### src/rtl/bp_trace_decoder.sv
// Receive side of the PC-discontinuity trace: turns accepted trace words into
// {pc, delta, first} records behind a 2-entry FIFO, with drop statistics.
module bp_trace_decoder #(
    parameter int PC_W        = 32,
    parameter int CNT_W       = 16,
    parameter int ALIGN_CHECK = 1
) (
    input  logic             clk_i,
    input  logic             reset_n_i,
    input  logic [PC_W-1:0]  trace_data_i,
    input  logic             trace_valid_i,
    output logic             trace_ready_o,
    input  logic             resync_i,
    output logic [PC_W-1:0]  rec_pc_o,
    output logic [PC_W-1:0]  rec_delta_o,
    output logic             rec_first_o,
    output logic             rec_valid_o,
    input  logic             rec_ready_i,
    output logic [CNT_W-1:0] msg_count_o,
    output logic [CNT_W-1:0] dup_count_o,
    output logic             err_misalign_o,
    output logic             dbg_state_o
);

    localparam logic [0:0]       ST_SYNC = 1'b0;
    localparam logic [0:0]       ST_RUN  = 1'b1;
    localparam logic [CNT_W-1:0] CNT_MAX = '1;

    // Both ports use valid/ready: a transfer happens on the rising edge where
    // valid and ready are both high; the source holds its data until then and
    // ready never depends combinationally on the opposite side's valid/ready.

    logic [0:0]       r_state;
    logic             r_alive;
    logic [PC_W-1:0]  r_prev_pc;
    logic [PC_W-1:0]  r_fifo_pc    [2];
    logic [PC_W-1:0]  r_fifo_delta [2];
    logic             r_fifo_first [2];
    logic             r_rd_ptr;
    logic             r_wr_ptr;
    logic [1:0]       r_count;
    logic [CNT_W-1:0] r_msg_count;
    logic [CNT_W-1:0] r_dup_count;
    logic             r_err_misalign;

    logic             w_accept;
    logic             w_misalign;
    logic             w_sync_word;
    logic             w_aligned_acc;
    logic             w_push;
    logic             w_dup;
    logic             w_pop;
    logic [PC_W-1:0]  w_delta;

    // r_alive keeps ready low until the first clock after reset release.
    assign trace_ready_o  = r_alive && (r_count < 2'd2);
    assign rec_valid_o    = (r_count != 2'd0);
    assign rec_pc_o       = r_fifo_pc[r_rd_ptr];
    assign rec_delta_o    = r_fifo_delta[r_rd_ptr];
    assign rec_first_o    = r_fifo_first[r_rd_ptr];
    assign msg_count_o    = r_msg_count;
    assign dup_count_o    = r_dup_count;
    assign err_misalign_o = r_err_misalign;
    assign dbg_state_o    = r_state;

    assign w_accept      = trace_valid_i && trace_ready_o;
    assign w_misalign    = (ALIGN_CHECK != 0) && (trace_data_i[1:0] != 2'b00);
    // A resync in the same cycle as an accept makes that word the new anchor.
    assign w_sync_word   = resync_i || (r_state == ST_SYNC);
    assign w_aligned_acc = w_accept && !w_misalign;
    assign w_push        = w_aligned_acc && (w_sync_word || (trace_data_i != r_prev_pc));
    assign w_dup         = w_aligned_acc && !w_sync_word && (trace_data_i == r_prev_pc);
    assign w_pop         = rec_valid_o && rec_ready_i;
    assign w_delta       = w_sync_word ? '0 : (trace_data_i - r_prev_pc);

    always_ff @(posedge clk_i or negedge reset_n_i) begin
        if (!reset_n_i) begin
            r_alive <= 1'b0;
        end else begin
            r_alive <= 1'b1;
        end
    end

    always_ff @(posedge clk_i or negedge reset_n_i) begin
        if (!reset_n_i) begin
            r_state   <= ST_SYNC;
            r_prev_pc <= '0;
        end else begin
            if (w_aligned_acc) begin
                r_state <= ST_RUN;
            end else if (resync_i) begin
                r_state <= ST_SYNC;
            end
            if (w_push) begin
                r_prev_pc <= trace_data_i;
            end
        end
    end

    always_ff @(posedge clk_i or negedge reset_n_i) begin
        if (!reset_n_i) begin
            r_fifo_pc[0]    <= '0;
            r_fifo_pc[1]    <= '0;
            r_fifo_delta[0] <= '0;
            r_fifo_delta[1] <= '0;
            r_fifo_first[0] <= 1'b0;
            r_fifo_first[1] <= 1'b0;
        end else if (w_push) begin
            r_fifo_pc[r_wr_ptr]    <= trace_data_i;
            r_fifo_delta[r_wr_ptr] <= w_delta;
            r_fifo_first[r_wr_ptr] <= w_sync_word;
        end
    end

    always_ff @(posedge clk_i or negedge reset_n_i) begin
        if (!reset_n_i) begin
            r_rd_ptr <= 1'b0;
            r_wr_ptr <= 1'b0;
            r_count  <= 2'd0;
        end else begin
            if (w_push) begin
                r_wr_ptr <= ~r_wr_ptr;
            end
            if (w_pop) begin
                r_rd_ptr <= ~r_rd_ptr;
            end
            unique case ({w_push, w_pop})
                2'b10:   r_count <= r_count + 2'd1;
                2'b01:   r_count <= r_count - 2'd1;
                default: r_count <= r_count;
            endcase
        end
    end

    always_ff @(posedge clk_i or negedge reset_n_i) begin
        if (!reset_n_i) begin
            r_msg_count    <= '0;
            r_dup_count    <= '0;
            r_err_misalign <= 1'b0;
        end else begin
            if (w_push && (r_msg_count != CNT_MAX)) begin
                r_msg_count <= r_msg_count + 1'b1;
            end
            if (w_dup && (r_dup_count != CNT_MAX)) begin
                r_dup_count <= r_dup_count + 1'b1;
            end
            if (w_accept && w_misalign) begin
                r_err_misalign <= 1'b1;
            end
        end
    end

endmodule

### config.mk
export PLATFORM = sky130hd
export DESIGN_NAME = bp_trace_decoder
export DESIGN_NICKNAME = d
export VERILOG_FILES = /design/src/rtl/bp_trace_decoder.sv
export SDC_FILE = /design/constraint.sdc
export NUM_CORES = 1
export LEC_CHECK = 0
export ABC_AREA = 1
export BUFFER_PORTS_ARGS = -buffer_cell sky130_fd_sc_hd__buf_2
export CELL_PAD_IN_SITES_DETAIL_PLACEMENT = 1
export CELL_PAD_IN_SITES_GLOBAL_PLACEMENT = 2
export CORE_AREA = 2 2 187 189
export DETAILED_ROUTE_END_ITERATION = 10
export DIE_AREA = 0 0 189 191
export GPL_ROUTABILITY_DRIVEN = 0
export GPL_TIMING_DRIVEN = 0
export PLACE_DENSITY = 0.83
export SETUP_SLACK_MARGIN = 0.2
export SLEW_MARGIN = 20
export SYNTH_ARGS = -nofsm -noshare
export SYNTH_HDL_FRONTEND = slang
export SYNTH_SLANG_ARGS = --single-unit
### constraint.sdc
create_clock -name clk_i -period 3.8 [get_ports clk_i]
set_input_delay 0.76 -clock clk_i [delete_from_list [all_inputs] [get_ports clk_i]]
set_output_delay 0.76 -clock clk_i [all_outputs]
set_load 0.02 [all_outputs]
# After elaboration in Yosys (flattened, before gate mapping)
# Index checks and enable logic that the tools add are counted.
dict set report op_classes {
  addsub 5
  n_lt_le_gt_ge 4
  n_eq_ne 6
  n_mux 20
  bitwise_logic 5
  n_reduce_logical 19
}
# op n
set op_table {}
lappend op_table {{32-bit two-way mux} 8}
lappend op_table {{64-bit bitwise mux} 2}
lappend op_table {{16-bit by 1-bit adder with 16-bit output (second input constant)} 2}
lappend op_table {{32-bit demux with 1-bit select} 1}
lappend op_table {{32-bit equality test} 1}
lappend op_table {{16-bit != test (second input constant)} 2}
lappend op_table {{32-bit != test} 1}
lappend op_table {{32-bit subtractor} 1}
lappend op_table {{1-bit logical AND} 11}
lappend op_table {{2-bit nonzero test} 4}
lappend op_table {{1-bit two-way mux} 6}
lappend op_table {{2-bit greater-or-equal comparator (second input constant)} 2}
lappend op_table {{1-bit inverter with 2-bit output} 2}
lappend op_table {{2-bit case mux with 2 select lines} 1}
lappend op_table {{1-bit inverter} 3}
lappend op_table {{2-bit by 1-bit adder with 2-bit output (second input constant)} 1}
lappend op_table {{2-bit bitwise mux} 1}
lappend op_table {{2-bit by 1-bit equality test with 1-bit output (second input constant)} 1}
lappend op_table {{2-bit equality test (second input constant)} 1}
lappend op_table {{1-bit logical NOT} 2}
lappend op_table {{1-bit logical OR} 2}
lappend op_table {{2-bit by 1-bit < comparator with 1-bit output (second input constant)} 1}
lappend op_table {{2-bit < comparator (second input constant)} 1}
lappend op_table {{2-bit by 1-bit subtractor with 2-bit output (second input constant)} 1}
lappend op_table {{1-bit demux with 1-bit select} 1}
dict set report totals {
  ff_bits 201
  out_inout_bits 101
  elab_cells 74
}

# Depth between registers and ports, before layout
dict set report depth {
  ltp_word 7
  ltp_mapped 16
  mapped_depth_nobuf 15
}

# Worst setup path after synthesis
# Ideal clock, no wire load.
dict set report synth_path {
  path_kind {input to register}
  start {input trace_data_i[27]}
  end {register r_count[1]}
  setup_time_ns 0.124
  t_arrival_ns 2.557
  t_required_ns 3.676
  slack_ns 1.118
  path_stages 13
  path_cell_list {ha_1 -> nand2_1 -> nor2_2 -> nand3_1 -> nor2_1 -> nand3_2 -> nand2_4 -> buf_8 -> buf_4 -> ha_1 -> a21oi_1 -> o21ai_0 -> xnor2_1}
}
dict set report synth_between {
  elab_chain_cells 5
  elab_cells_between_ends 7
}
# element line
set synth_rtl {}
lappend synth_rtl {{from (decl)} 10} ;# input logic [PC_W-1:0] trace_data_i,
lappend synth_rtl {{32-bit != test (*)} 71} ;# assign w_push = w_aligned_acc && (w_sync_word || (trace_data_i != r_prev_pc));
lappend synth_rtl {{1-bit logical OR (*)} 71}
lappend synth_rtl {{1-bit logical AND (*)} 71}
lappend synth_rtl {{2-bit by 1-bit equality test with 1-bit output / 2-bit equality test (equally long branches)} 127} ;# unique case ({w_push, w_pop})
lappend synth_rtl {{2-bit case mux with 2 select lines / 2-bit nonzero test (equally long branches)} -}
lappend synth_rtl {{to (signal assigned)} 128} ;# 2'b10: r_count <= r_count + 2'd1;
lappend synth_rtl {{to (signal assigned)} 129} ;# 2'b01: r_count <= r_count - 2'd1;
lappend synth_rtl {{to (signal assigned)} 130} ;# default: r_count <= r_count;
lappend synth_rtl {{to (decl)} 41} ;# logic [1:0] r_count;
# Mark *: on every way between the ends. The rest lies on a longest branch, timed or not.
# A chain may end at the register's enable or synchronous reset.

# Worst setup path after layout
dict set report layout_path {
  start {register r_rd_ptr}
  end {output rec_delta_o[22]}
}
dict set report layout_between {
  elab_chain_cells 4
}
# element line
set layout_rtl {}
lappend layout_rtl {{from (decl)} 39} ;# logic r_rd_ptr;
lappend layout_rtl {{from (signal assigned)} 125} ;# r_rd_ptr <= ~r_rd_ptr;
lappend layout_rtl {{1-bit inverter with 2-bit output (implied by the code)} 59} ;# assign rec_delta_o = r_fifo_delta[r_rd_ptr];
lappend layout_rtl {{32-bit two-way mux (implied by the code) (3 in a row)} 59}
lappend layout_rtl {{to (decl)} 15} ;# output logic [PC_W-1:0] rec_delta_o,
# No other way between the ends. The select of a mux whose other input is x is not followed.

==> reports/metrics.cfg <==
[critical_path]
arrival_ns=2.46
critPathTopFamily=buffers and inverters
crit_path_top_delay_cell=clkbuf_2
worstSetupEndpoint=rec_delta_o[22]
rrSetupSlack_ns=1.02
slowest_delay_ns=0.40
worstPathRequired_ns=3.04
crit_cells=7
end_kind=output port
cp_max_fo=10
crit_type=reg2out
timing.rr.start=r_prev_pc[18]
r2r_cells=14
crit_chain=clkbuf_2 -> inv_2 -> clkbuf_2 -> clkbuf_2 -> nand2_1 -> nand2_1 -> buf_2
crit_path_frequent_cell=clkbuf_2
cp_num_buf_inv=5
worstReg2RegEnd=r_count[1]
startpoint=r_rd_ptr
start_kind=flip-flop

[logic_synthesis]
synthFlopType=dfrtp_1
synth.distinct_cells=40
ys.warnings.count=0
postSynth.asyncResetShare_pct=100.0
synth_edf_count=0
synth_nets=1694
syn_inst=1621
synth_area_per_cell_sq_um=7.238
syn-cell-area_sq_um=11730
synth_seq_cells=201
seq_area_frac_synth_pct=42.87

[global_routing]
grtUsageTotal_pct=21.16
antenna_found_initial=1
grt_max_degree=94
overflow=0
grt_pass1_wl_microns=60240
grt_pass1_vias=11060

[timing]
finalClockSkew_ns=0.01061
fmax_mhz=310.9
hold_viol_final=0
fin_hold_ws_ns=0.05520
slew_viol_final=0
tightest_slew_ns=0.7806
grt_setup_unrepaired=false
finalSetupViolCount=0
post-route-min-period_ns=3.217
fin_crit_sh_pct=84.65
slew-limit-headroom_pct=47.41

[clock_network]
clkLatencyLatePin_ns=0.53
cts-buffers-inserted=25
clockRootBuffer=clkbuf_16
cts.sink_count=201
hold_buffers=0
clk_pin_slew_worst_paths_ns=0.06
h-tree-depth=1
tritoncts=yes
clock_path_buffers=3
postCtsSetupBuffers=0

[routing]
viasPerCell=4.721
wl_per_cell_microns=16.51
drt_iter0_drc=466
num_vias=10660
routed_wl_microns=37290
ant_nets=0
dr.pass1.iters=5
drcViolationCount=0

[layout]
final-seq-area_sq_um=5030
multi_input_area_sq_um=5456
area.growth.synth_to_final_pct=18.07
final_cell_mix=650 x nand2_1, 224 x inv_1, 201 x dfrtp_1, 155 x buf_2, 122 x o21ai_0
antenna_cells=0
drive_above_1_share_pct=16.97
fin_area_sq_um=13850
nNetsFinal=1860
stdcell_count=2258
final_common_cell=nand2_1
fillers=4342

[placed_design]
placed_cells=2215
numPortBuffers=137
place_area_sq_um=13050
dp_hpwl_microns=28760

[flow_run]
maxCapViolCount=0

[die]
die-width_microns=189
core_area_sq_um=34120
io_pins=138
die_y_microns=191
placementRows=68
die_area_sq_um=36100
start_util_pct=34.39

[outcome]
status=complete, no violations

[power_and_ir_drop]
ir_worst_vdd_mv=0.3120
power.density_nw_per_um2=695.9
p_leak_nw=7.644

[hold_path]
hold_path.class=in2async

[metal layers]
layer / global-route usage [%] / wire length (microns) / share of wire [%]
met5: 0 / 13 / 0.035
met4: 4.688 / 652 / 1.7
met3: 2.589 / 1251 / 3.4
met2: 36.97 / 18170 / 49
met1: 28.03 / 17200 / 46
[kinds of logic (layout without fill, tap and decap cells)]
kind of cell	Yosys count	count (layout)	synth area share, %
AO/OA/AOI/OAI	205	205	10.11
XOR/XNOR	27	27	2.016
adder cells (fa/ha/maj)	36	36	3.903
buffers and inverters	288	470	10.62
flip-flops	201	201	42.87
other	1	1	0.03196
AND/OR/NAND/NOR	863	863	30.45
[repair_timing]
action	CTS	global route
setup endpoints to repair	10	10
gates resized for setup	1	4
hold endpoints to repair	0	0
[where the power goes]
part           internal (W)  leakage [nW]  switching (W)  total [W]
Clock               0.00142         0.393       0.000929    0.00234
Combinational       0.00134          4.62        0.00285    0.00419
Sequential          0.00273          2.63       0.000366    0.00310
[registers in the layout (all words and copies together) (netlist names)]
| signal | flops |
|---|---|
| r_fifo_delta | 64 |
| r_fifo_pc | 64 |
| r_prev_pc | 32 |
| dup_count_o | 16 |
| msg_count_o | 16 |
| r_count | 2 |
| r_fifo_first | 2 |
| dbg_state_o | 1 |
| err_misalign_o | 1 |
| r_alive | 1 |
| r_rd_ptr | 1 |
| r_wr_ptr | 1 |
[per-stage QoR]
stage | total power, W | setup TNS [ns] | util (%) | setup slack, ns
after global routing | 0.01046 | 0 | 40.60 | 0.4377
after global placement | 0.007237 | -314.78 | 38.07 | -1.590
after detailed placement | 0.007364 | 0 | 38.26 | 0.5087
after floorplan | 0.005941 | 0 | - | 1.118
after CTS | 0.009784 | 0 | 40.59 | 0.2365
final | 0.009639 | 0 | 40.60 | 0.5834
[cell usage after synthesis (4+ instances only)]
cell | number | area [sq um]
o21ai_0 | 122 | 610.6
nand2_2 | 35 | 219.0
buf_4 | 8 | 60.06
xor2_1 | 15 | 131.4
ha_1 | 35 | 437.9
nand4_1 | 29 | 181.4
clkbuf_1 | 20 | 75.07
buf_12 | 4 | 80.08
nand3_1 | 51 | 255.2
a21oi_1 | 32 | 160.2
nand3b_1 | 4 | 30.03
nor3_1 | 10 | 50.05
buf_2 | 19 | 95.09
dfrtp_1 | 201 | 5030
nand2_1 | 650 | 2440
o21ai_1 | 7 | 35.03
nor2_1 | 66 | 247.7
inv_1 | 224 | 840.8
o21ai_2 | 39 | 341.6
inv_2 | 6 | 22.52
xnor2_1 | 12 | 105.1
[area by class of cell]
type | instances | area share, %
buffer | 57 | 2.728
sequential | 201 | 36.31
tap | 455 | 4.110
multi-input combinational | 1132 | 39.39
clock buffer | 36 | 5.103
timing repair buffer | 139 | 5.420
inverter | 231 | 6.296
clock inverter | 7 | 0.6413
[worst min path at each step]
stage | slack, ns | endpoint | startpoint
after floorplan | 0.44 | r_fifo_pc[0] | r_fifo_pc[0]
after global placement | 0.45 | r_fifo_pc[33] | r_fifo_pc[33]
after detailed placement | 0.45 | r_fifo_pc[0] | r_fifo_pc[0]
after CTS | 0.04 | r_prev_pc[8] | reset_n_i
after global routing | 0.05 | r_fifo_pc[37] | reset_n_i
final | 0.06 | r_fifo_pc[6] | reset_n_i
No activity file was read; power rests on OpenSTA's default activity.
